File: src/rtl/int_mul_pkg.sv
// Shared types and helpers for the iterative shift-add multiplier.
package int_mul_pkg;

  typedef enum logic [1:0] {
    IDLE = 2'd0,
    BUSY = 2'd1,
    DONE = 2'd2
  } state_t;

  function automatic int unsigned calc_iter(input int unsigned m, input int unsigned k);
    return (m + k - 1) / k;
  endfunction

  // LSB position of multiplier slice idx; also the shift of its partial-product row.
  function automatic int unsigned slice_lsb(input int unsigned k, input int unsigned idx);
    return k * idx;
  endfunction

endpackage

File: src/rtl/int_mul_pp_row.sv
// One partial-product row: x_ext times a K-bit multiplier slice, truncated to W bits.
module int_mul_pp_row #(
  parameter int W = 10,
  parameter int K = 1
) (
  input  logic [W-1:0] x_ext,
  input  logic [K-1:0] slice,
  input  logic         neg,
  output logic [W-1:0] pp
);

  logic [W-1:0] slice_ext;

  // neg marks the top slice of a signed multiplier: its MSB weighs -2^(K-1),
  // so the slice is taken as a K-bit two's-complement value.
  always_comb begin
    slice_ext = W'(slice);
    if (neg) slice_ext = W'($signed(slice));
  end

  assign pp = x_ext * slice_ext;

endmodule

File: src/rtl/int_mul_iter.sv
// Multi-cycle N x M shift-add multiplier retiring K multiplier bits per clock.
// Define INT_MUL_SIGNED_EN to add the is_signed port and two's-complement mode.
//
// state | meaning
// IDLE  | waiting for operands, in_ready=1
// BUSY  | accumulating one partial-product row per cycle
// DONE  | r valid, waiting for out_ready
module int_mul_iter
  import int_mul_pkg::*;
#(
  parameter int N = 5,
  parameter int M = 5,
  parameter int K = 1
) (
  input  logic           clk,
  input  logic           rst_n,
  input  logic           in_valid,
  output logic           in_ready,
  input  logic [N-1:0]   x,
  input  logic [M-1:0]   y,
  output logic           out_valid,
  input  logic           out_ready,
  output logic [N+M-1:0] r,
  output logic           busy
`ifdef INT_MUL_SIGNED_EN
  ,
  input  logic           is_signed
`endif
);

  localparam int unsigned ITER = calc_iter(M, K);
  localparam int W  = N + M;
  localparam int YW = ITER * K;
  localparam int CW = (ITER > 1) ? $clog2(ITER) : 1;

  state_t        state;
  logic          rel_q;
  logic [W-1:0]  x_q;
  logic [YW-1:0] y_q;
  logic [W-1:0]  acc;
  logic [CW-1:0] cnt;
  logic          take;
  logic          last;
  logic          sg_in;
  logic          neg;
  logic [W-1:0]  x_ext_in;
  logic [YW-1:0] y_ext_in;
  logic [K-1:0]  slice;
  logic [W-1:0]  pp;
  logic [W-1:0]  acc_next;

`ifdef INT_MUL_SIGNED_EN
  logic sg_q;

  assign sg_in = is_signed;
  assign neg   = sg_q && last;

  always_ff @(posedge clk or negedge rst_n) begin
    if (!rst_n)    sg_q <= 1'b0;
    else if (take) sg_q <= is_signed;
  end
`else
  assign sg_in = 1'b0;
  assign neg   = 1'b0;
`endif

  // Holds in_ready low until the first clock after reset release.
  always_ff @(posedge clk or negedge rst_n) begin
    if (!rst_n) rel_q <= 1'b0;
    else        rel_q <= 1'b1;
  end

  assign in_ready = rel_q && ((state == IDLE) || ((state == DONE) && out_ready));
  assign take     = in_valid && in_ready;
  assign busy     = (state != IDLE);
  assign last     = (cnt == CW'(ITER - 1));

  assign x_ext_in = sg_in ? W'($signed(x))  : W'(x);
  assign y_ext_in = sg_in ? YW'($signed(y)) : YW'(y);

  assign slice    = y_q[slice_lsb(K, 32'(cnt)) +: K];
  assign acc_next = acc + (pp << slice_lsb(K, 32'(cnt)));

  int_mul_pp_row #(.W(W), .K(K)) u_pp_row (
    .x_ext (x_q),
    .slice (slice),
    .neg   (neg),
    .pp    (pp)
  );

  always_ff @(posedge clk or negedge rst_n) begin
    if (!rst_n) begin
      state     <= IDLE;
      x_q       <= '0;
      y_q       <= '0;
      acc       <= '0;
      cnt       <= '0;
      r         <= '0;
      out_valid <= 1'b0;
    end else begin
      case (state)
        IDLE: if (take) state <= BUSY;
        BUSY: begin
          acc <= acc_next;
          cnt <= cnt + CW'(1);
          if (last) begin
            r         <= acc_next;
            out_valid <= 1'b1;
            state     <= DONE;
          end
        end
        DONE: if (out_ready) begin
          out_valid <= 1'b0;
          state     <= take ? BUSY : IDLE;
        end
        default: state <= IDLE;
      endcase
      // Operand capture is shared by IDLE and the back-to-back path out of DONE.
      if (take) begin
        x_q <= x_ext_in;
        y_q <= y_ext_in;
        acc <= '0;
        cnt <= '0;
      end
    end
  end

endmodule

File: config.mk
export PLATFORM = sky130hd
export DESIGN_NAME = int_mul_iter
export DESIGN_NICKNAME = d
export VERILOG_FILES = /design/src/rtl/int_mul_pkg.sv /design/src/rtl/int_mul_pp_row.sv /design/src/rtl/int_mul_iter.sv
export SDC_FILE = /design/constraint.sdc
export NUM_CORES = 1
export LEC_CHECK = 0
export ABC_AREA = 1
export ABC_CLOCK_PERIOD_IN_PS = 3300
export BUFFER_PORTS_ARGS = -buffer_cell sky130_fd_sc_hd__buf_2
export CAP_MARGIN = 25
export CORE_MARGIN = 3
export CORE_UTILIZATION = 30
export DETAILED_ROUTE_END_ITERATION = 8
export MAX_ROUTING_LAYER = met4
export PLACE_DENSITY_LB_ADDON = 0.25
export SETUP_SLACK_MARGIN = 0.4
export SLEW_MARGIN = 10
export SYNTH_ARGS = -nofsm -noshare
export SYNTH_HDL_FRONTEND = slang
export SYNTH_SLANG_ARGS = --single-unit
File: constraint.sdc
create_clock -name clk -period 3.3 [get_ports clk]
set_input_delay 0.33 -clock clk [delete_from_list [all_inputs] [get_ports clk]]
set_output_delay 0.33 -clock clk [all_outputs]
set_load 0.01 [all_outputs]
==> results.yml, run 1 <==
outcome:
  run_status: "finished clean"
sta:
  finalSetupViolCount: 0
  setup-tns-final_ns: 0
  finalHoldViolCount: 0
  hold_ws_ns: 0.141
  timing.final.crit_share_pct: 80.0
  transition_at_the_pin_with_the_smallest_max_transition_slack_ns: 0.834
  grt_setup_unrepaired: "no"
  setup_slack_ns: 0.660
  timing.max_slew.rel_slack_pct: 44.4
  fmaxAchievable_mhz: 379
  maxSlewViolCount: 0
  finClkSkew_ns: 0.00720
  post-route-min-period_ns: 2.64
critical_path:
  path_cells: "inv_2, nor2_1, nand3_2, nand3_4, nand3_1, nor3_1, ha_1, inv_1, fa_1, o21ai_2, nand4_1, nand2_1, nand2_1, nand3_1, nand2_1"
  crit_path_end_kind: "flip-flop"
  worst_ep_required_time_ns: 3.48
  critPathMaxFanout: 11
  crit_path_frequent_cell: "sky130_fd_sc_hd__nand2_1"
  critical_path.max_stage_delay_ns: 0.47
  critPathBufInv: 2
  worst-setup-path-type: "flip-flop to flip-flop"
  critical-path-slowest-cell: "sky130_fd_sc_hd__dfrtp_2"
  timing.critical_path.max_delay_family: "simple AND/OR/NAND/NOR gates"
  cp-start-kind: "flip-flop"
  arrival_ns: 2.82
global_route:
  globalRouteTotalUtil_pct: 13.4
  grt_pass1_wl_um: 8740
  antenna_found_initial: 0
  vias_in_the_first_global_route: 1799
  pin_count_of_the_biggest_net_entering_global_routing: 38
  globalRouteOverflowTotal: 0
placement:
  detailed_place_hpwl_um: 3760
  place.gp.congestion: 0.924
  detailedPlace.worstSlack_ns: 0.333
  io_buffers: 26
logic_synthesis:
  total_of_flip_flops_plus_latches_after_synthesis: 37
  most_common_cell_in_the_netlist: "sky130_fd_sc_hd__nand2_1"
  synth_cells: 285
  number_of_enable_flip_flop_cells_after_synthesis: 0
  yosysTopAreaCellShare_pct: 42.2
  syn-mean-instance-area_um2: 7.69
  synth-warning-count: 0
  synth_sequential_area_ratio_pct: 42.2
  synth_top_area_cell: "sky130_fd_sc_hd__dfrtp_1"
  mappedNetlistNets: 311
  syn_area_um2: 2190
  synthTopCellsByArea: "sky130_fd_sc_hd__dfrtp_1 42%, sky130_fd_sc_hd__nand2_1 15%, sky130_fd_sc_hd__nand3_1 9.1%"
  ys_types: 30
  synth_ff_type: "sky130_fd_sc_hd__dfrtp_1"
  synthArstFlopShare_pct: 100
  yosys-top-cells-count: "89 x sky130_fd_sc_hd__nand2_1, 40 x sky130_fd_sc_hd__nand3_1, 37 x sky130_fd_sc_hd__dfrtp_1, 19 x sky130_fd_sc_hd__inv_1, 19 x sky130_fd_sc_hd__nor2_1"
routing:
  wl_per_instance_um: 12.3
  drc: 0
  detail_route.wirelength_um: 5010
  detail_route.vias_per_cell: 4.59
  via_count: 1877
  route.antenna.remaining_nets: 0
  detail_route.iter0.violations: 93
  drtPass1Iterations: 4
pwr:
  power.static_leakage_nw: 1.32
  maximum_vdd_ir_drop_mv: 0.291
  power-per-cell-area_nw_per_um2: 1050
final_layout:
  fill_cells: 750
  num-nets-final: 339
  layout.core_utilization_pct: 36.4
  syn2layout_area_growth_pct: 15.2
  antenna-diode-count: 0
  fraction_of_layout_cells_with_a_size_suffix_above_1_pct: 18.2
clock_tree:
  clock-root-buffer: "sky130_fd_sc_hd__clkbuf_8"
  clkTransAtPathRegs_ns: 0.07
  clock_sinks: 37
  clk-insertion-delay-late_ns: 0.29
  cts_tree: "yes"
  htree_levels: 2
  cts_made_buffers: 5
  clk_path_buf_depth: 2
job:
  max_cap_viol_count: 0
die:
  die_height_um: 91.5
  num_rows: 30
  io_pins: 27
  die_width_um: 91.5
  floorplan.initialDensity_pct: 31.6
  die_area_um2: 8370
  core_um2: 6940
worst_hold_path:
  hp-class: "input port to asynchronous set/reset pin"
[power breakdown]
part / switching, W / internal [W] / total (W)
combinational: 0.000970 / 0.000567 / 0.00154
sequential: 0.000132 / 0.000655 / 0.000786
clock: 0.000159 / 0.000166 / 0.000325
total: 0.00126 / 0.00139 / 0.00265
[layout by cell type (no fill, tap or decap), types with 3 or more instances in the layout]
cell	count
sky130_fd_sc_hd__nand4_1	3
sky130_fd_sc_hd__o21ai_0	12
sky130_fd_sc_hd__dfrtp_1	35
sky130_fd_sc_hd__nor2_1	19
sky130_fd_sc_hd__xnor2_1	3
sky130_fd_sc_hd__nand2_1	89
sky130_fd_sc_hd__o21ai_1	4
sky130_fd_sc_hd__buf_2	26
sky130_fd_sc_hd__nand3_1	40
sky130_fd_sc_hd__a21oi_1	5
sky130_fd_sc_hd__inv_2	5
sky130_fd_sc_hd__inv_1	19
sky130_fd_sc_hd__clkbuf_8	6
sky130_fd_sc_hd__ha_1	11
sky130_fd_sc_hd__nand3b_1	5
sky130_fd_sc_hd__buf_4	5
[worst paths after layout]
check / startpoint / to / slack (ns) / cells after the start
worst max-delay path: cnt[1]$_DFFE_PN0P_ / r[8]$_DFFE_PN0P_ / 0.66 / 15
worst min-delay path: rst_n / r[9]$_DFFE_PN0P_ / 0.14 / 1
worst max register to register: cnt[1]$_DFFE_PN0P_ / r[8]$_DFFE_PN0P_ / 0.66 / 15
worst min register to register: r[2]$_DFFE_PN0P_ / r[2]$_DFFE_PN0P_ / 0.47 / 2
max in group asynchronous: rst_n / cnt[1]$_DFFE_PN0P_ / 2.58 / 1
min in group clk: out_ready / state[1]$_DFFE_PN0P_ / 0.27 / 2
[stage by stage]
step / cell area (um2) / instances / power [W]
after floorplan: 2190 / 285 / 0.00194
after detailed placement: 2380 / 398 / 0.00226
final: 2520 / 409 / 0.00265
after global placement: 2380 / 398 / 0.00225
after global routing: 2520 / 409 / 0.00296
after CTS: 2470 / 405 / 0.00260
[kinds of logic (layout without fill, tap and decap cells)]
logic type	after synthesis	after routing	synth area share [%]
xor gates and xnor gates	3	3	1.20
and+or+nand+nor	166	166	34.0
DFF	37	37	42.2
adders and majority gates	12	12	7.19
AOI/OAI and AO/OA	31	31	7.82
buffers and inverters	35	63	7.42
other	1	1	0.171
[final cells by class]
class / count / area [um2] / area share [%]
multi-input combinational: 213 / 1130 / 44.6
timing repair buffer: 31 / 168 / 6.64
clock buffer: 7 / 86.3 / 3.42
sequential: 37 / 928 / 36.8
inverter: 25 / 96.3 / 3.82
tap: 96 / 120 / 4.76
[layer usage]
metal | GRT usage, % | part of all wire [%]
met3 | 2.73 | 3.7
met5 | - | 0
met4 | 4.15 | 1.3
met1 | 17.8 | 50
met2 | 20.4 | 45
[registers in the layout (all words and copies together), names as in the netlist]
name,count
cnt,3
rel_q,1
r,10
y_q,5
acc,10
x_q,5
state,2
out_valid,1
[timing repair]
action | CTS | global route
pin swaps | 0 | 0
endpoints found under the setup margin | 2 | 14
gates resized for setup | 2 | 9
hold buffers | 0 | 0
setup buffers | 0 | 4
gates cloned | 0 | 0
(Power assumes the default switching activity.)
==> run 2, diff against run 1 <==
--- a/config.mk
+++ b/config.mk
@@ -5,8 +5,8 @@
 export SDC_FILE = /design/constraint.sdc
 export NUM_CORES = 1
 export LEC_CHECK = 0
-export ABC_AREA = 1
-export ABC_CLOCK_PERIOD_IN_PS = 3300
+export ABC_AREA = 0
+export ABC_CLOCK_PERIOD_IN_PS = 2650
 export BUFFER_PORTS_ARGS = -buffer_cell sky130_fd_sc_hd__buf_2
 export CAP_MARGIN = 25
 export CORE_MARGIN = 3
==> constraint.sdc (replaced) <==
create_clock -name clk -period 2.65 [get_ports clk]
set_input_delay 0.265 -clock clk [delete_from_list [all_inputs] [get_ports clk]]
set_output_delay 0.265 -clock clk [all_outputs]
set_load 0.01 [all_outputs]
==> run 2 against run 1 <==
Net effect: the flow now finishes with violations (negative setup slack); area after synthesis shrank 3.1%; worst hold slack got worse by 0.060 ns; first-iteration DRC count down 44%; via count down 3.7%; synthesized cell count decreased by 22%; count of clock-buffer cells in the layout fell by 1; fmax is 0.81% lower; die area fell by 2.9%; total power rose by 52%; largest power group unchanged.
==> results.yml, run 2 <==
outcome:
  run_status: "finished with violations"
  violations: "negative setup slack"
global_route:
  use_met3_pct: 2.85
  grt_util_met2_pct: 23.0
  globalRouteTotalUtil_pct: 13.6
  global_route.usage.met1_pct: 16.4
  pin_count_of_the_biggest_net_entering_global_routing: 38
  global_route.peak_usage_layer: "met2"
  vias_in_the_first_global_route: 1890
  grt_pass1_wl_um: 8780
  globalRouteOverflowTotal: 0
  antenna_found_initial: 0
clock_tree:
  cts_made_buffers: 5
  htree_levels: 2
  clk-insertion-delay-late_ns: 0.29
  clock_sinks: 37
  cts_tree: "yes"
  post_cts_hold_buffer_count: 0
  clk_path_buf_depth: 2
  clock-root-buffer: "sky130_fd_sc_hd__clkbuf_8"
  clkTransAtPathRegs_ns: 0.07
routing:
  detail_route.iter0.violations: 52
  detail_route.wirelength_um: 4950
  route.antenna.remaining_nets: 0
  drtPass1Iterations: 5
  wl_per_instance_um: 13.0
  via_count: 1808
  detail_route.vias_per_cell: 4.73
  drc: 0
logic_synthesis:
  synth_xor_xnor_area_share_pct: 2.89
  synth-compound-area-share_pct: 13.5
  yosysTopAreaCellShare_pct: 43.6
  synthTopCellsByArea: "sky130_fd_sc_hd__dfrtp_1 44%, sky130_fd_sc_hd__mux2_2 8.0%, sky130_fd_sc_hd__ha_1 6.5%"
  synth_cells: 223
  yosys-top-cells-count: "37 x sky130_fd_sc_hd__dfrtp_1, 23 x sky130_fd_sc_hd__nand2_1, 19 x sky130_fd_sc_hd__nand3_1, 17 x sky130_fd_sc_hd__o21ai_0, 15 x sky130_fd_sc_hd__mux2_2"
  synth_ff_type: "sky130_fd_sc_hd__dfrtp_1"
  mappedNetlistNets: 249
  synth_top_area_cell: "sky130_fd_sc_hd__dfrtp_1"
  synth_sequential_area_ratio_pct: 43.6
  synthAdderAreaFrac_pct: 7.42
  total_of_flip_flops_plus_latches_after_synthesis: 37
  number_of_enable_flip_flop_cells_after_synthesis: 0
  ys_types: 44
  synth.area.mux_share_pct: 10.3
  syn_area_um2: 2120
  syn-mean-instance-area_um2: 9.53
  synthArstFlopShare_pct: 100
  synth-simple-area-share_pct: 18.1
  most_common_cell_in_the_netlist: "sky130_fd_sc_hd__dfrtp_1"
  dominant_combinational_cell_family_by_area_after_synthesis: "simple AND/OR/NAND/NOR gates"
  synth-warning-count: 0
final_layout:
  final_cell_count_no_fill: 382
  fraction_of_layout_cells_with_a_size_suffix_above_1_pct: 47.6
  num-nets-final: 311
  antenna-diode-count: 0
  layout.core_utilization_pct: 43.8
  layout.cells.most_common: "sky130_fd_sc_hd__buf_4"
  largest_registers: "acc (10), r (10)"
  syn2layout_area_growth_pct: 40.8
  mostFrequentLayoutCells: "36 x sky130_fd_sc_hd__buf_4, 35 x sky130_fd_sc_hd__dfrtp_1, 26 x sky130_fd_sc_hd__buf_2"
critical_path:
  arrival_ns: 2.89
  cp-start-kind: "flip-flop"
  crit_path_end_kind: "flip-flop"
  worst_ep_required_time_ns: 2.87
  worst-setup-path-type: "flip-flop to flip-flop"
  critPathMaxFanout: 5
sta:
  grt_setup_unrepaired: "yes"
  post-route-min-period_ns: 2.66
  finalSetupViolCount: 2
  timing.max_slew.rel_slack_pct: 42.9
  setup_slack_ns: -0.0118
  finalHoldViolCount: 0
  finClkSkew_ns: 0.00314
  timing.final.crit_share_pct: 100
  maxSlewViolCount: 0
  fmaxAchievable_mhz: 376
  transition_at_the_pin_with_the_smallest_max_transition_slack_ns: 0.857
  hold_ws_ns: 0.0807
  setup-tns-final_ns: -0.0158
die:
  die_width_um: 90.2
  io_pins: 27
  die_area_um2: 8130
  num_rows: 30
  core_um2: 6830
  die_height_um: 90.2
  floorplan.initialDensity_pct: 31.1
worst_hold_path:
  hp-class: "input port to asynchronous set/reset pin"
placement:
  place.gp.congestion: 0.843
  io_buffers: 26
  detailed_place_hpwl_um: 3520
  dp_cells: 361
job:
  max_cap_viol_count: 0
pwr:
  power.static_leakage_nw: 1.35
  design_power_total_w: 0.00403
  maximum_vdd_ir_drop_mv: 0.490
  power-per-cell-area_nw_per_um2: 1350
[run 2: logic make-up (layout without fill, tap and decap cells)]
logic type | Yosys count | count (layout)
XOR/XNOR | 7 | 7
adder cells (fa/ha/maj) | 12 | 12
AO/OA/AOI/OAI | 46 | 46
flip-flops | 37 | 37
multiplexers | 20 | 20
other | 1 | 1
buffers and inverters | 21 | 84
AND/OR/NAND/NOR | 79 | 79
[run 2: through the flow]
stage                     instance area, um2  setup slack (ns)
after global routing                    2990            -0.150
after global placement                  2580            -0.129
after detailed placement                2580            -0.171
after floorplan                         2200            0.0978
after CTS                               2860           -0.0163
final                                   2990           -0.0118
[run 2: area by class of cell]
| cell class | count | area (um2) |
|---|---|---|
| inverter | 10 | 37.5 |
| timing repair buffer | 66 | 445 |
| sequential | 37 | 928 |
| fill | 715 | 3840 |
| tap | 96 | 120 |
| multi-input combinational | 165 | 1380 |
| clock buffer | 6 | 72.6 |
| clock inverter | 2 | 10.0 |
[run 2: power breakdown]
part	leakage, nW	internal [W]	switching (W)	total, W
sequential	0.458	0.000817	0.000189	0.00101
clock	0.0450	0.000182	0.000198	0.000380
combinational	0.848	0.00135	0.00130	0.00264
[run 2: worst max-delay path, cell delays in order, from the launching register on]
cell,delay (ns)
sky130_fd_sc_hd__dfrtp_2,0.44
sky130_fd_sc_hd__mux2_4,0.32
sky130_fd_sc_hd__a21oi_4,0.17
sky130_fd_sc_hd__o22a_4,0.21
sky130_fd_sc_hd__nor2_1,0.05
sky130_fd_sc_hd__and2_4,0.14
sky130_fd_sc_hd__ha_4,0.28
sky130_fd_sc_hd__and2b_1,0.13
sky130_fd_sc_hd__o21ai_2,0.07
sky130_fd_sc_hd__a21boi_2,0.22
sky130_fd_sc_hd__nor2b_2,0.07
sky130_fd_sc_hd__or4_1,0.40
sky130_fd_sc_hd__nand3_1,0.09
[run 2: worst paths after layout]
path | from | to | slack, ns | cells past startpoint
setup / recovery | cnt[1]$_DFFE_PN0P_ | r[8]$_DFFE_PN0P_ | -0.01 | 12
hold / removal | rst_n | y_q[2]$_DFFE_PN0P_ | 0.08 | 1
setup reg to reg | cnt[1]$_DFFE_PN0P_ | r[8]$_DFFE_PN0P_ | -0.01 | 12
hold reg to reg | r[1]$_DFFE_PN0P_ | r[1]$_DFFE_PN0P_ | 0.48 | 2
max in group asynchronous | rst_n | cnt[1]$_DFFE_PN0P_ | 2.00 | 1
min in group clk | in_valid | cnt[2]$_DFFE_PN0P_ | 0.16 | 2
[run 2: metal layers]
metal,wire [um],vias up
met3,167,8
met4,68,0
met5,0,-
li1,-,902
met2,2410,30
met1,2300,868
[run 2: timing repair]
action / in CTS / in global routing
setup buffers: 9 / 4
resized for setup: 32 / 21
pin swaps: 29 / 10
endpoints found under the setup margin: 14 / 14
==> run 3, diff against run 2 <==
--- a/config.mk
+++ b/config.mk
@@ -6,7 +6,7 @@
 export NUM_CORES = 1
 export LEC_CHECK = 0
 export ABC_AREA = 0
-export ABC_CLOCK_PERIOD_IN_PS = 2650
+export ABC_CLOCK_PERIOD_IN_PS = 2350
 export BUFFER_PORTS_ARGS = -buffer_cell sky130_fd_sc_hd__buf_2
 export CAP_MARGIN = 25
 export CORE_MARGIN = 3
==> constraint.sdc (replaced) <==
create_clock -name clk -period 2.35 [get_ports clk]
set_input_delay 0.235 -clock clk [delete_from_list [all_inputs] [get_ports clk]]
set_output_delay 0.235 -clock clk [all_outputs]
set_load 0.01 [all_outputs]
==> run 3 against run 2 <==
Net effect: the flow still finishes with violations (negative setup slack); first-iteration DRC count decreased by 38%; largest power group unchanged; die area unchanged; total power increased by 17%; clock power increased by 8.4%; non-clock buffer count increased by 15; routed wire length increased by 7.0%; final cell count increased by 3.4%; core utilization increased by 1.8 points; sequential share of layout area decreased by 1.2 points; clock skew increased by 0.0040 ns; setup slack got worse by 0.34 ns.
==> results.yml, run 3 (synthesis results as in run 2) <==
sta:
  fmaxAchievable_mhz: 371
  timing.final.crit_share_pct: 115
  timing.max_slew.rel_slack_pct: 43.3
  finalHoldViolCount: 0
  setup_slack_ns: -0.347
  transition_at_the_pin_with_the_smallest_max_transition_slack_ns: 0.850
  finClkSkew_ns: 0.00717
  maxSlewViolCount: 0
  post-route-min-period_ns: 2.70
  grt_setup_unrepaired: "yes"
  setup-tns-final_ns: -3.02
  finalSetupViolCount: 12
critical_path:
  worst-setup-path-type: "flip-flop to flip-flop"
  critPathMaxFanout: 6
  critical_path.max_stage_delay_ns: 0.47
  rrSetupSlack_ns: -0.35
  cp-start-kind: "flip-flop"
  worst_ep_required_time_ns: 2.57
  crit_path_end_kind: "flip-flop"
  crit_path_frequent_cell: "sky130_fd_sc_hd__buf_6"
  critical-path-slowest-cell: "sky130_fd_sc_hd__or4_4"
  timing.critical_path.max_delay_family: "compound AO/OA/AOI/OAI gates"
  critPathBufInv: 3
  path_cells: "mux2_4, a21oi_4, o22a_2, buf_6, nor2_4, ha_4, o21a_1, o21ai_2, buf_4, buf_6, or4_4, nand3_2"
  arrival_ns: 2.92
final_layout:
  sequential_cell_area_um2: 928
  largest_registers: "acc (10), r (10)"
  fraction_of_layout_cells_with_a_size_suffix_above_1_pct: 50.2
  antenna-diode-count: 0
  finish.instance_area_um2: 3110
  layout.core_utilization_pct: 45.5
  multi_input_comb_area_um2: 1370
  syn2layout_area_growth_pct: 46.4
  mostFrequentLayoutCells: "46 x sky130_fd_sc_hd__buf_4, 35 x sky130_fd_sc_hd__dfrtp_1, 26 x sky130_fd_sc_hd__buf_2"
  final_cell_count_no_fill: 395
  fill_cells: 688
  num-nets-final: 326
  layout.cells.most_common: "sky130_fd_sc_hd__buf_4"
outcome:
  run_status: "finished with violations"
  violations: "negative setup slack"
routing:
  detail_route.wirelength_um: 5290
  wl_per_instance_um: 13.4
  via_count: 1846
  detail_route.iter0.violations: 32
  detail_route.vias_per_cell: 4.67
  drc: 0
  route.antenna.remaining_nets: 0
  drtPass1Iterations: 4
clock_tree:
  clock_sinks: 37
  htree_levels: 2
  clkTransAtPathRegs_ns: 0.07
  post_cts_hold_buffer_count: 0
  cts_tree: "yes"
  clk_path_buf_depth: 2
  cts_made_buffers: 5
  clk-insertion-delay-late_ns: 0.29
  clock-root-buffer: "sky130_fd_sc_hd__clkbuf_8"
job:
  max_cap_viol_count: 0
pwr:
  share_comb_of_total_power_pct: 67.0
  maximum_vdd_ir_drop_mv: 0.610
  power.net_switching_w: 0.00194
  internal_cell_power_w: 0.00276
  pwr-share-seq_pct: 24.2
  clock_power_share_pct: 8.8
  swShare_pct: 41.3
  power.static_leakage_nw: 1.43
  power-per-cell-area_nw_per_um2: 1510
global_route:
  globalRouteOverflowTotal: 0
  pin_count_of_the_biggest_net_entering_global_routing: 38
  grt_pass1_wl_um: 8770
  antenna_found_initial: 0
  globalRouteTotalUtil_pct: 13.5
  vias_in_the_first_global_route: 1900
die:
  floorplan.initialDensity_pct: 31.1
  die_height_um: 90.2
  io_pins: 27
  die_area_um2: 8130
  num_rows: 30
  core_um2: 6830
  die_width_um: 90.2
placement:
  detailed_place_hpwl_um: 3580
  place.gp.congestion: 0.877
  detailedPlace.worstSlack_ns: -0.502
  dp_cells: 375
  area_after_dpl_um2: 2700
  io_buffers: 26
worst_hold_path:
  hp-class: "input port to asynchronous set/reset pin"
run 3: changes by cell type in the layout (fill, tap and decap cells not counted), moves of 2 or more:
cell                      delta
sky130_fd_sc_hd__buf_6       +4
sky130_fd_sc_hd__o21ai_0     -4
sky130_fd_sc_hd__nand2_1     +3
sky130_fd_sc_hd__buf_4      +10
sky130_fd_sc_hd__nor2_1      -2
sky130_fd_sc_hd__nand2_2     -2
sky130_fd_sc_hd__o21ai_1     +4
run 3: area by class of cell:
class	instances	share of cell area, %
clock inverter	1	0.161
inverter	10	1.21
multi-input combinational	165	43.9
timing repair buffer	81	18.8
sequential	37	29.8
tap	96	3.86
clock buffer	5	2.21
run 3: final timing paths:
kind                               startpoint                 end  depth (start not counted)
max in group asynchronous               rst_n  cnt[0]$_DFFE_PN0P_                          1
min reg2reg                  r[4]$_DFFE_PN0P_    r[4]$_DFFE_PN0P_                          2
min                                     rst_n  x_q[3]$_DFFE_PN0P_                          1
min in group clk                     in_valid  cnt[2]$_DFFE_PN0P_                          2
max                        cnt[1]$_DFFE_PN0P_    r[8]$_DFFE_PN0P_                         12
max reg2reg                cnt[1]$_DFFE_PN0P_    r[8]$_DFFE_PN0P_                         12
run 3: per-layer routing:
metal  track usage, %  part of all wire (%)  vias up
met2             22.8                    51       23
li1                 -                     -      932
met1             16.6                    46      885
met4             3.44                   1.0        0
met5                -                     0        -
met3             2.59                   2.5        6
run 3: timing repair:
action / 4_1_cts / 5_1_grt
pin swaps: 4 / 33
buffers inserted: 4 / 10
gates resized for setup: 16 / 42
setup endpoints to repair: 18 / 18
run 3: per-stage QoR:
stage	hold slack, ns	total power [W]
final	0.0531	0.00470
after global routing	0.115	0.00513
after CTS	0.0825	0.00418
after detailed placement	0.394	0.00356
after global placement	0.388	0.00353
after floorplan	-0.0606	0.00263
run 3: power groups by stage:
stage          clock (W)  sequential, W  combinational, W
6_report        0.000412        0.00114           0.00315
5_1_grt         0.000455        0.00118           0.00349
4_1_cts         0.000430        0.00113           0.00262
3_5_place_dp           0        0.00114           0.00242
3_3_place_gp           0        0.00114           0.00239
2_1_floorplan          0        0.00112           0.00151
